**config.mk**
```make
export PLATFORM = sky130hd
export DESIGN_NAME = bp_mem_burst_packer
export DESIGN_NICKNAME = d
export VERILOG_FILES = /design/src/rtl/bp_mem_burst_packer.sv
export SDC_FILE = /design/constraint.sdc
export NUM_CORES = 1
export LEC_CHECK = 0
export ABC_AREA = 1
export BUFFER_PORTS_ARGS = -buffer_cell sky130_fd_sc_hd__buf_2
export CAP_MARGIN = 10
export CELL_PAD_IN_SITES_DETAIL_PLACEMENT = 2
export CELL_PAD_IN_SITES_GLOBAL_PLACEMENT = 2
export CORE_AREA = 2 2 281 283
export CTS_BUF_LIST = sky130_fd_sc_hd__clkbuf_8
export CTS_CLUSTER_DIAMETER = 50
export CTS_CLUSTER_SIZE = 8
export DETAILED_ROUTE_END_ITERATION = 8
export DIE_AREA = 0 0 283 285
export PLACE_DENSITY_LB_ADDON = 0.1
export RECOVER_POWER = 25
export REMOVE_ABC_BUFFERS = 1
export SETUP_SLACK_MARGIN = 0.02
export SYNTH_ARGS = -nofsm -noshare
export SYNTH_HDL_FRONTEND = slang
export SYNTH_SLANG_ARGS = --single-unit
```
**constraint.sdc**
```tcl
create_clock -name clk_i -period 2.5 [get_ports clk_i]
set_clock_uncertainty 0.15 [all_clocks]
set_input_delay 0.5 -clock clk_i [delete_from_list [all_inputs] [get_ports clk_i]]
set_output_delay 0.5 -clock clk_i [all_outputs]
set_load 0.01 [all_outputs]
```
**src/rtl/bp_mem_burst_packer.sv**
```systemverilog
// rtl/bp_mem_burst_packer.sv - packs a burst header plus narrow data beats into one wide lite message.
// Optional: define BP_MEM_BURST_PACKER_REPLICATE_EN to replicate short payloads across the whole block.
module bp_mem_burst_packer #(
  parameter int          header_width_p   = 64,
  parameter int          in_data_width_p  = 64,
  parameter int          out_data_width_p = 512,
  parameter logic [15:0] payload_mask_p   = 16'h0006
) (
  input  logic                        clk_i,
  input  logic                        reset_n_i,
  input  logic [header_width_p-1:0]   mem_header_i,
  input  logic                        mem_header_v_i,
  output logic                        mem_header_ready_and_o,
  input  logic [in_data_width_p-1:0]  mem_data_i,
  input  logic                        mem_data_v_i,
  output logic                        mem_data_ready_and_o,
  output logic [header_width_p-1:0]   mem_header_o,
  output logic [out_data_width_p-1:0] mem_data_o,
  output logic                        mem_v_o,
  input  logic                        mem_ready_and_i
);

  localparam int lanes_lp     = out_data_width_p / in_data_width_p;
  localparam int cnt_width_lp = (lanes_lp > 1) ? $clog2(lanes_lp) : 1;

  typedef enum logic [1:0] {e_idle, e_data, e_send} state_e;

  state_e                    state_r;
  logic [cnt_width_lp-1:0]   cnt_r;
  logic [cnt_width_lp-1:0]   last_r;
  logic [out_data_width_p-1:0] filled;
  logic [out_data_width_p-1:0] packed_data;

  logic header_fire, data_fire, send_fire;
  assign header_fire = mem_header_v_i & mem_header_ready_and_o;
  assign data_fire   = mem_data_v_i & mem_data_ready_and_o;
  assign send_fire   = mem_v_o & mem_ready_and_i;

  // Index of the final beat: clamp payload bits to the block, at least one beat.
  function automatic logic [cnt_width_lp-1:0] last_beat(input logic [2:0] size);
    int bits;
    int n;
    bits = 8 << size;
    if (bits > out_data_width_p) bits = out_data_width_p;
    n = bits / in_data_width_p;
    if (n < 1) n = 1;
    return cnt_width_lp'(n - 1);
  endfunction

  always_comb begin
    filled = mem_data_o;
    for (int k = 0; k < lanes_lp; k++) begin
      if (cnt_r == cnt_width_lp'(k)) filled[k*in_data_width_p +: in_data_width_p] = mem_data_i;
    end
  end

  // Beat count is a power of two, so lane j mirrors lane (j & last_r).
  always_comb begin
    packed_data = filled;
`ifdef BP_MEM_BURST_PACKER_REPLICATE_EN
    for (int j = 0; j < lanes_lp; j++) begin
      for (int k = 0; k < lanes_lp; k++) begin
        if (cnt_width_lp'(k) == (cnt_width_lp'(j) & last_r))
          packed_data[j*in_data_width_p +: in_data_width_p] = filled[k*in_data_width_p +: in_data_width_p];
      end
    end
`else
    packed_data = filled;
`endif
  end

  always_ff @(posedge clk_i or negedge reset_n_i) begin
    if (!reset_n_i) begin
      state_r                <= e_idle;
      cnt_r                  <= '0;
      last_r                 <= '0;
      mem_header_o           <= '0;
      mem_data_o             <= '0;
      mem_v_o                <= 1'b0;
      mem_header_ready_and_o <= 1'b1;
      mem_data_ready_and_o   <= 1'b0;
    end else begin
      case (state_r)
        e_idle: begin
          if (header_fire) begin
            mem_header_o           <= mem_header_i;
            mem_data_o             <= '0;
            cnt_r                  <= '0;
            mem_header_ready_and_o <= 1'b0;
            if (payload_mask_p[mem_header_i[3:0]]) begin
              last_r               <= last_beat(mem_header_i[6:4]);
              state_r              <= e_data;
              mem_data_ready_and_o <= 1'b1;
            end else begin
              state_r <= e_send;
              mem_v_o <= 1'b1;
            end
          end
        end
        e_data: begin
          if (data_fire) begin
            if (cnt_r == last_r) begin
              mem_data_o           <= packed_data;
              state_r              <= e_send;
              mem_data_ready_and_o <= 1'b0;
              mem_v_o              <= 1'b1;
            end else begin
              mem_data_o <= filled;
              cnt_r      <= cnt_r + 1'b1;
            end
          end
        end
        e_send: begin
          if (send_fire) begin
            state_r                <= e_idle;
            mem_v_o                <= 1'b0;
            mem_header_ready_and_o <= 1'b1;
          end
        end
        default: begin
          state_r                <= e_idle;
          mem_v_o                <= 1'b0;
          mem_header_ready_and_o <= 1'b1;
          mem_data_ready_and_o   <= 1'b0;
        end
      endcase
    end
  end

endmodule

```
# Yosys cells after proc, flatten, opt, wreduce, memory -nomap -nowiden
# Memory sizes are Yosys's and may differ from the RTL's.
# Index checks and enable logic that the tools add are counted.
# totals
regBits,587
mem_bits_ro,16
in_bits,133
out_inout_bits,579
word_cells,117
mem_count,1
# mem_list
name,depth,word_bits,rd,rd_clocked_by_memory_dff,write_ports,line_no,rtl
(name not given),16,1,1,0,0,90,if (payload_mask_p[mem_header_i[3:0]]) begin
# op_classes
addsub,3
order_cmp,3
eq_ne,25
shifts,1
mux,44
bitwise_logic,6
n_reduce_logical,19
# ops
cell,n
2-to-1 mux 512 bit,2
case mux 512 bit (2 select lines),1
2-to-1 mux 64 bit,8
2-to-1 mux 32 bit,4
AND reduction 4 bit,10
adder 32 x 1 -> 32 bit,1
greater-than comparator 32 x 11 -> 1 bit (second input constant),1
less-than comparator 32 x 2 -> 1 bit (second input constant),1
left shift 4 x 3 -> 32 bit (first input constant),1
!= test 2 bit (second input constant),15
2-to-1 mux 3 bit,7
== test 3 bit (second input constant),4
2-to-1 mux 1 bit,12
2-to-1 mux 2 bit,5
AND reduction 5 bit,2
case mux 1 bit (3 select lines),3
== test 3 x 2 -> 1 bit (second input constant),2
case mux 2 bit (3 select lines),1
case mux 3 bit (2 select lines),1
AND reduction 3 bit,2
OR reduction 6 bit,1
less-than comparator 4 x 5 -> 1 bit (second input constant),1
bitwise AND 1 bit,4
adder 3 x 1 -> 3 bit (second input constant),1
other kinds (10),11

# Longest topological paths before layout
# Gate-level depths: netlist of run 1.
# logic_depth
depth_word,15
depth_mapped,11

# Worst setup path before layout of run 1
# OpenSTA, ideal clock, no wires.
# synth_path
path_kind,flip-flop to flip-flop
start,register mem_header_ready_and_o
end,register mem_data_o[242]
setup_time_ns,0.123
t_arrival_ns,1.605
t_required_ns,2.227
setup_slack_ns,0.623
path_stages_with_launch,10
n_path_buf,2
path_cell_list,dfstp_2 nand2_1 nand2_1 nand2_4 nor2_8 o21ai_2 buf_6 buf_2 nand2_1 o21ai_2
# synth_via
elab_chain_len,3
# synth_rtl
item,line_no,rtl
from (decl),13,"output logic mem_header_ready_and_o,"
from (signal assigned),80,mem_header_ready_and_o <= 1'b1;
from (signal assigned),89,mem_header_ready_and_o <= 1'b0;
from (signal assigned),117,mem_header_ready_and_o <= 1'b1;
bitwise AND 1 bit,35,assign header_fire = mem_header_v_i & mem_header_ready_and_o;
!= test 2 bit (no source line),n/a,
AND reduction 4 bit (no source line),n/a,
to (signal assigned),103,mem_data_o <= packed_data;
to (signal assigned),108,mem_data_o <= filled;
to (decl),18,"output logic [out_data_width_p-1:0] mem_data_o,"
# No other way between the ends.
# A chain may end at the register's enable or synchronous reset.

# Final worst setup path of run 1
# layout_path
start,register state_r[0]
end,register mem_data_o[116]
# layout_via
elab_chain_len,3
word_cells_on_any_way,8
cone_classes,eq/ne: 4; mux: 1; reduce/logical: 3
# layout_rtl
item,line_no,rtl
from (decl),28,state_e state_r;
from (signal assigned),74,state_r <= e_idle;
from (signal assigned),92,state_r <= e_data;
from (signal assigned),95,state_r <= e_send;
== test 2 x 1 -> 1 bit / zero test 2 bit (equally long branches),83,case (state_r)
!= test 2 bit (no source line) / nonzero test 2 bit (equally long branches),n/a,
AND reduction 4 bit (no source line),n/a,
# Parallel ways exist; a longest one is shown, timed or not.

==> impl_metrics.sql, run 1 <==
INSERT INTO impl_metrics (metric_group, metric, value, unit) VALUES
('clock_tree', 'clock-root-buffer', 'sky130_fd_sc_hd__clkbuf_8', ''),
('clock_tree', 'cts.reportedPaths.clkPinSlew', '0.06', 'ns'),
('critical_path', 'largest_fanout_on_the_critical_path', '40', ''),
('die', 'io-pin-count', '712', ''),
('clock_tree', 'numClockSinks', '587', ''),
('route', 'iter_0_drt_violations', '825', ''),
('timing', 'rsz0062_at_grt', 'false', ''),
('power_and_ir_drop', 'switchingPower', '15000', 'µW'),
('timing', 'final_setup_vio_count', '0', ''),
('route', 'routed-via-count', '18500', ''),
('yosys', 'syn_inst_count', '2101', ''),
('route', 'route.detailed.vias_per_inst', '4.63', ''),
('power_and_ir_drop', 'share_comb_of_total_power', '36.2', '%'),
('yosys', 'syn-cell-area', '21900', 'µm²'),
('timing', 'timing.final.crit_share', '90.4', '%'),
('final_layout', 'synth_to_layout_area_growth', '31.0', '%'),
('global_route', 'grt_pass1_wl', '138000', 'µm'),
('final_layout', 'nNetsFinal', '3031', ''),
('route', 'postRouteAntennaNets', '0', ''),
('yosys', 'yosys_warnings', '0', ''),
('critical_path', 'crit_path_end_kind', 'flop', ''),
('timing', 'fmaxAchievable', '443', 'MHz'),
('power_and_ir_drop', 'netSwitchingFraction', '39.7', '%'),
('yosys', 'synthesis.area_per_instance', '10.4', 'µm²'),
('route', 'drtPass1Iterations', '5', ''),
('yosys', 'ys_async_rst_share', '100', '%'),
('yosys', 'synth_cell_type_count', '24', ''),
('clock_tree', 'cts.repair_timing.setup_buffer_count', '0', ''),
('die', 'floorplan.die.width', '283', 'µm'),
('global_route', 'grt_max_degree', '77', ''),
('clock_tree', 'numCtsBuffers', '91', ''),
('final_layout', 'fillerInstances', '8607', ''),
('final_layout', 'multi_input_comb_area', '6090', 'µm²'),
('clock_tree', 'cts_buffer_depth', '3', ''),
('power_and_ir_drop', 'p_int', '22800', 'µW'),
('power_and_ir_drop', 'power.share.clock', '20.9', '%'),
('yosys', 'synth-seq-cells', '587', ''),
('final_layout', 'final_layout_size_suffix_gt1_share', '31.4', '%'),
('timing', 'tightestPinTransition', '1.43', 'ns'),
('timing', 'min_period', '2.26', 'ns'),
('timing', 'post_route_setup_tns', '0', 'ns'),
('final_layout', 'final_core_util', '36.8', '%'),
('yosys', 'synth_enable_flop_cells', '0', ''),
('die', 'floorplan.rows', '103', ''),
('timing', 'worst_slack', '0.241', 'ns'),
('power_and_ir_drop', 'vdd.ir_drop.worst', '0.484', 'mV'),
('global_route', 'via_count_of_the_first_global_routing_pass', '20300', ''),
('critical_path', 'ff2ff_setup_slack', '0.24', 'ns'),
('place', 'port_buffers', '711', ''),
('final_layout', 'mostFrequentLayoutCell', 'sky130_fd_sc_hd__nand2_1', ''),
('timing', 'final-hold-violation-count', '0', ''),
('yosys', 'ys.flop_type', 'sky130_fd_sc_hd__dfrtp_1', ''),
('global_route', 'gr-total-overflow', '0', ''),
('place', 'placedCellCount', '3782', ''),
('critical_path', 'crit_path_kind', 'flop to flop', ''),
('die', 'initial_core_util', '28.1', '%'),
('status', 'run_status', 'completed', ''),
('global_route', 'antenna_found_initial', '2', ''),
('place', 'preCtsSetupSlack', '0.143', 'ns'),
('min_path', 'hp-class', 'primary input to asynchronous set/reset pin', ''),
('critical_path', 'start_kind', 'flop', ''),
('timing', 'slew-limit-headroom', '4.62', '%'),
('route', 'route.detailed.wl_per_inst', '22.8', 'µm'),
('route', 'drc', '0', ''),
('power_and_ir_drop', 'leakage', '0.0155', 'µW'),
('clock_tree', 'cts_tree', 'done', ''),
('die', 'fp.dieH', '285', 'µm'),
('final_layout', 'register_area', '14700', 'µm²'),
('power_and_ir_drop', 'sequentialPowerShare', '42.9', '%'),
('timing', 'report.final.slew_viol_count', '0', ''),
('critical_path', 'worst-endpoint-required', '2.88', 'ns');
## cells in the mapped netlist, types with 4 or more instances
master	instances	area, µm²
sky130_fd_sc_hd__buf_2	41	205
sky130_fd_sc_hd__buf_4	6	45.0
sky130_fd_sc_hd__buf_6	68	766
sky130_fd_sc_hd__clkbuf_1	18	67.6
sky130_fd_sc_hd__dfrtp_1	586	14700
sky130_fd_sc_hd__ha_1	7	87.6
sky130_fd_sc_hd__inv_1	15	56.3
sky130_fd_sc_hd__nand2_1	800	3000
sky130_fd_sc_hd__nand2_4	7	78.8
sky130_fd_sc_hd__nand3_1	6	30.0
sky130_fd_sc_hd__nand4_1	4	25.0
sky130_fd_sc_hd__nor2_1	9	33.8
sky130_fd_sc_hd__o21ai_0	369	1850
sky130_fd_sc_hd__o21ai_1	122	611
sky130_fd_sc_hd__o21ai_2	31	272
## worst max-delay path, stage by stage, from the launching register on
cell	delay [ns]
sky130_fd_sc_hd__dfrtp_1	0.49
sky130_fd_sc_hd__inv_2	0.22
sky130_fd_sc_hd__nor2_4	0.06
sky130_fd_sc_hd__nand2_2	0.10
sky130_fd_sc_hd__nand2_4	0.08
sky130_fd_sc_hd__nor2_8	0.30
sky130_fd_sc_hd__nand2_4	0.12
sky130_fd_sc_hd__buf_4	0.29
sky130_fd_sc_hd__nand2_1	0.14
sky130_fd_sc_hd__o21ai_0	0.10
## logic make-up (layout without fill, tap and decap cells)
kind of cell	after synthesis	in the layout	synth area share (%)
adder cells (fa/ha/maj)	7	7	0.400
AND/OR/NAND/NOR	830	830	14.7
AO/OA/AOI/OAI	524	524	12.5
flip-flops	587	587	67.1
buffers and inverters	151	980	5.26
other	0	4	0
XOR/XNOR	2	2	0.0800
## stage by stage
stage          cell area (µm²)  power [µW]  hold slack, ns
2_1_floorplan            20800       21900          0.0544
3_3_place_gp             26500       29700           0.222
3_5_place_dp             26500       30300           0.224
4_1_cts                  28800       38600          0.0354
5_1_grt                  28700       40600          0.0776
6_report                 28700       37800           0.114
## state kept, by name (all words and copies together) (netlist names)
| name | flops |
|---|---|
| state_r | 2 |
| mem_data_o | 512 |
| mem_header_ready_and_o | 1 |
| mem_header_o | 64 |
| cnt_r | 3 |
| mem_v_o | 1 |
| mem_data_ready_and_o | 1 |
| last_r | 3 |
## power groups by stage
stage | logic [µW] | registers, µW | clock network (µW)
2_1_floorplan | 3840 | 18100 | 0
3_3_place_gp | 13500 | 16200 | 0
3_5_place_dp | 14000 | 16400 | 0
4_1_cts | 14100 | 16300 | 8240
5_1_grt | 15200 | 16800 | 8610
6_report | 13700 | 16200 | 7910
## final cells by class
type	count	share of cell area, %
antenna	4	0.0349
clock buffer	101	4.85
timing repair buffer	831	17.0
sequential	587	51.2
tap	1050	4.58
clock inverter	31	0.890
multi-input combinational	1363	21.2
inverter	17	0.222
## metal layers
metal  GRT usage, %  vias up  share of wire (%)
met5              0        -              0.018
met4           6.86        2                2.8
met3           6.20      128                6.5
met2           39.1      519                 50
met1           26.7     9428                 41
li1               -     8381                  -
## final timing paths
path / start / depth (start not counted) / to
max in group asynchronous: reset_n_i / 4 / mem_data_o[484]
min in group clk_i: mem_data_v_i / 4 / state_r[0]
hold reg to reg: mem_header_o[46] / 2 / mem_header_o[46]
setup / recovery: state_r[0] / 9 / mem_data_o[116]
hold / removal: reset_n_i / 2 / mem_data_o[182]
setup reg to reg: state_r[0] / 9 / mem_data_o[116]
## repair_timing
| action | 4_1_cts | 5_1_grt |
|---|---|---|
| gates resized for setup | 0 | 2 |
| endpoints found under the hold margin | 470 | 0 |
| hold buffers | 66 | 0 |
| endpoints found under the setup margin | 0 | 4 |
(Power assumes the default switching activity.)
==> run 2, diff against run 1 <==
--- a/config.mk
+++ b/config.mk
@@ -6,16 +6,17 @@
 export NUM_CORES = 1
 export LEC_CHECK = 0
 export ABC_AREA = 1
-export BUFFER_PORTS_ARGS = -buffer_cell sky130_fd_sc_hd__buf_2
 export CAP_MARGIN = 10
 export CELL_PAD_IN_SITES_DETAIL_PLACEMENT = 2
 export CELL_PAD_IN_SITES_GLOBAL_PLACEMENT = 2
-export CORE_AREA = 2 2 281 283
+export CORE_AREA = 4 4 277 279
 export CTS_BUF_LIST = sky130_fd_sc_hd__clkbuf_8
 export CTS_CLUSTER_DIAMETER = 50
 export CTS_CLUSTER_SIZE = 8
 export DETAILED_ROUTE_END_ITERATION = 8
-export DIE_AREA = 0 0 283 285
+export DIE_AREA = 0 0 281 283
+export DONT_BUFFER_PORTS = 1
+export MAX_ROUTING_LAYER = met4
 export PLACE_DENSITY_LB_ADDON = 0.1
 export RECOVER_POWER = 25
 export REMOVE_ABC_BUFFERS = 1
==> impl_metrics.sql, run 2 (synthesized netlist as in run 1, its figures left out) <==
INSERT INTO impl_metrics (metric_group, metric, value, unit) VALUES
('final_layout', 'post_route_insts_no_fill', '3215', ''),
('critical_path', 'timing.critical_path.slowest_stage_cell', 'sky130_fd_sc_hd__dfstp_2', ''),
('route', 'postRouteAntennaNets', '0', ''),
('route', 'drt_wl_total', '84300', 'µm'),
('clock_tree', 'ctsHtreeMaxLevel', '3', ''),
('global_route', 'antenna_found_initial', '1', ''),
('route', 'drtPass1Iterations', '9', ''),
('timing', 'final_setup_vio_count', '0', ''),
('critical_path', 'worstSetupPathDepth', '8', ''),
('final_layout', 'fillerInstances', '8031', ''),
('critical_path', 'critPathLaunch', 'mem_header_ready_and_o', ''),
('power_and_ir_drop', 'power.share.clock', '24.2', '%'),
('clock_tree', 'numCtsBuffers', '94', ''),
('final_layout', 'synth_to_layout_area_growth', '15.8', '%'),
('route', 'drc', '3', ''),
('place', 'port_buffers', '0', ''),
('place', 'dpl.hpwl', '58300', 'µm'),
('timing', 'slew-limit-headroom', '-26.8', '%'),
('timing', 'timing.final.crit_share', '94.3', '%'),
('critical_path', 'largest_fanout_on_the_critical_path', '72', ''),
('final_layout', 'nNetsFinal', '2341', ''),
('power_and_ir_drop', 'sequentialPowerShare', '60.6', '%'),
('final_layout', 'biggestRegsByFlops', 'mem_data_o x512, mem_header_o x64', ''),
('power_and_ir_drop', 'leakage', '0.0123', 'µW'),
('status', 'run_status', 'finished, violations left', ''),
('final_layout', 'layout.cells.most_common_list', 'sky130_fd_sc_hd__nand2_1 (800), sky130_fd_sc_hd__dfrtp_1 (586), sky130_fd_sc_hd__o21ai_0 (369)', ''),
('min_path', 'hp-class', 'primary input to asynchronous set/reset pin', ''),
('power_and_ir_drop', 'p_int', '20200', 'µW'),
('clock_tree', 'clock_latency', '0.68', 'ns'),
('critical_path', 'crit_path_kind', 'flop to flop', ''),
('timing', 'worst_hold_slack', '-0.650', 'ns'),
('clock_tree', 'cts_tree', 'done', ''),
('critical_path', 'path_delay_family', 'simple AND/OR/NAND/NOR gates', ''),
('critical_path', 'crit_top_cell', 'sky130_fd_sc_hd__nand2_1', ''),
('critical_path', 'cp.buffers_inverters', '1', ''),
('route', 'route.detailed.vias_per_inst', '4.89', ''),
('critical_path', 'critical_path.reg2reg.startpoint', 'mem_header_ready_and_o', ''),
('die', 'fp.dieArea', '79500', 'µm²'),
('clock_tree', 'clock-root-buffer', 'sky130_fd_sc_hd__clkbuf_8', ''),
('timing', 'tightestPinTransition', '1.90', 'ns'),
('die', 'floorplan.rows', '100', ''),
('die', 'initial_core_util', '29.5', '%'),
('power_and_ir_drop', 'vdd.ir_drop.worst', '0.393', 'mV'),
('die', 'floorplan.die.width', '281', 'µm'),
('timing', 'report.final.slew_viol_count', '156', ''),
('status', 'violations_in_the_final_reports', 'design-rule violations, negative hold slack, max-slew violations', ''),
('timing', 'rsz0062_at_grt', 'true', ''),
('place', 'routabilityCongestion', '0.773', ''),
('power_and_ir_drop', 'share_comb_of_total_power', '15.3', '%'),
('final_layout', 'final_layout_size_suffix_gt1_share', '9.09', '%'),
('timing', 'fmaxAchievable', '424', 'MHz'),
('critical_path', 'cp_cell_sequence', 'nand2_1, nand2_1, nand2_4, nor2_8, nand2_4, buf_12, nand2_1, o21ai_0', ''),
('global_route', 'gr-usage-all-layers', '21.4', '%'),
('global_route', 'gr-total-overflow', '0', ''),
('final_layout', 'largest_reg_flops', '512', ''),
('power_and_ir_drop', 'switchingPower', '14000', 'µW'),
('clock_tree', 'cts.reportedPaths.clkPinSlew', '0.07', 'ns'),
('final_layout', 'registers.top_by_ff_count', 'mem_data_o', ''),
('route', 'routed-via-count', '15700', ''),
('power_and_ir_drop', 'report.power.total', '34200', 'µW'),
('critical_path', 'worst-endpoint-required', '2.88', 'ns'),
('clock_tree', 'numClockSinks', '587', ''),
('power_and_ir_drop', 'power.density_cell_area', '1350', 'nW/µm²'),
('final_layout', 'mostFrequentLayoutCell', 'sky130_fd_sc_hd__nand2_1', ''),
('place', 'placedCellCount', '2964', ''),
('critical_path', 'r2r_cells', '8', ''),
('route', 'route.detailed.wl_per_inst', '26.2', 'µm'),
('global_route', 'grt_max_degree', '588', ''),
('global_route', 'via_count_of_the_first_global_routing_pass', '17300', ''),
('route', 'iter_0_drt_violations', '836', ''),
('run', 'timing.max_cap.violations', '0', ''),
('die', 'std_cell_core_area', '74200', 'µm²'),
('power_and_ir_drop', 'netSwitchingFraction', '41.0', '%'),
('timing', 'final-hold-violation-count', '586', ''),
('global_route', 'grt_pass1_wl', '125000', 'µm'),
('clock_tree', 'cts.hold.buffers_added', '109', ''),
('critical_path', 'worstPathArrival', '2.74', 'ns'),
('die', 'fp.dieH', '283', 'µm'),
('die', 'io-pin-count', '712', ''),
('clock_tree', 'cts_buffer_depth', '3', ''),
('critical_path', 'worst_path_max_stage_delay', '0.60', 'ns'),
('timing', 'min_period', '2.36', 'ns'),
('critical_path', 'start_kind', 'flop', ''),
('critical_path', 'crit_path_end_kind', 'flop', '');
## run 2: repair_timing
item / in CTS / in global routing
endpoints found under the setup margin: 0 / 50
buffers inserted: 0 / 1
endpoints found under the hold margin: 848 / 587
resized for setup: 0 / 4
## run 2: through the flow
step | TNS [ns] | area, µm² | worst slack [ns] | util (%) | hold WS, ns
2_1_floorplan | -595.51 | 20800 | -1.70 | - | 0.0544
3_3_place_gp | 0 | 22500 | 0.165 | 30.3 | 0.0695
3_5_place_dp | 0 | 22500 | 0.104 | 30.3 | 0.0701
4_1_cts | 0 | 25300 | 0.0864 | 34.1 | -0.716
5_1_grt | 0 | 25400 | 0.00536 | 34.2 | -0.716
6_report | 0 | 25400 | 0.142 | 34.2 | -0.650
## run 2: layer usage
metal	GRT usage (%)	up-vias	share of wire (%)	wire (µm)
met5	-	-	0	0
li1	-	7015	-	-
met3	9.90	112	11	9550
met2	35.9	536	50	42100
met4	5.08	0	2.1	1770
met1	23.2	8070	37	30900
## run 2: power by group through the flow
stage | Clock, µW | Combinational, µW | Sequential [µW]
6_report | 8270 | 5220 | 20700
4_1_cts | 8620 | 5340 | 21000
3_3_place_gp | 0 | 4710 | 21000
3_5_place_dp | 0 | 5190 | 21100
5_1_grt | 9080 | 6280 | 21300
2_1_floorplan | 0 | 3840 | 18100
## run 2: worst paths after layout
path	end	slack (ns)
max in group asynchronous	mem_header_o[32]	1.32
setup reg to reg	mem_data_o[335]	0.14
hold reg to reg	mem_header_o[29]	0.40
setup / recovery	mem_data_o[335]	0.14
hold / removal	mem_data_o[53]	-0.65
min in group clk_i	mem_data_o[260]	0.06
## run 2: final cells by class
class	count	area (µm²)	area share, %
inverter	17	66.3	0.262
antenna	1	2.50	0.00987
tap	969	1210	4.78
clock buffer	111	1530	6.03
timing repair buffer	138	1530	6.03
clock inverter	29	245	0.967
multi-input combinational	1363	6080	24.0
sequential	587	14700	57.9
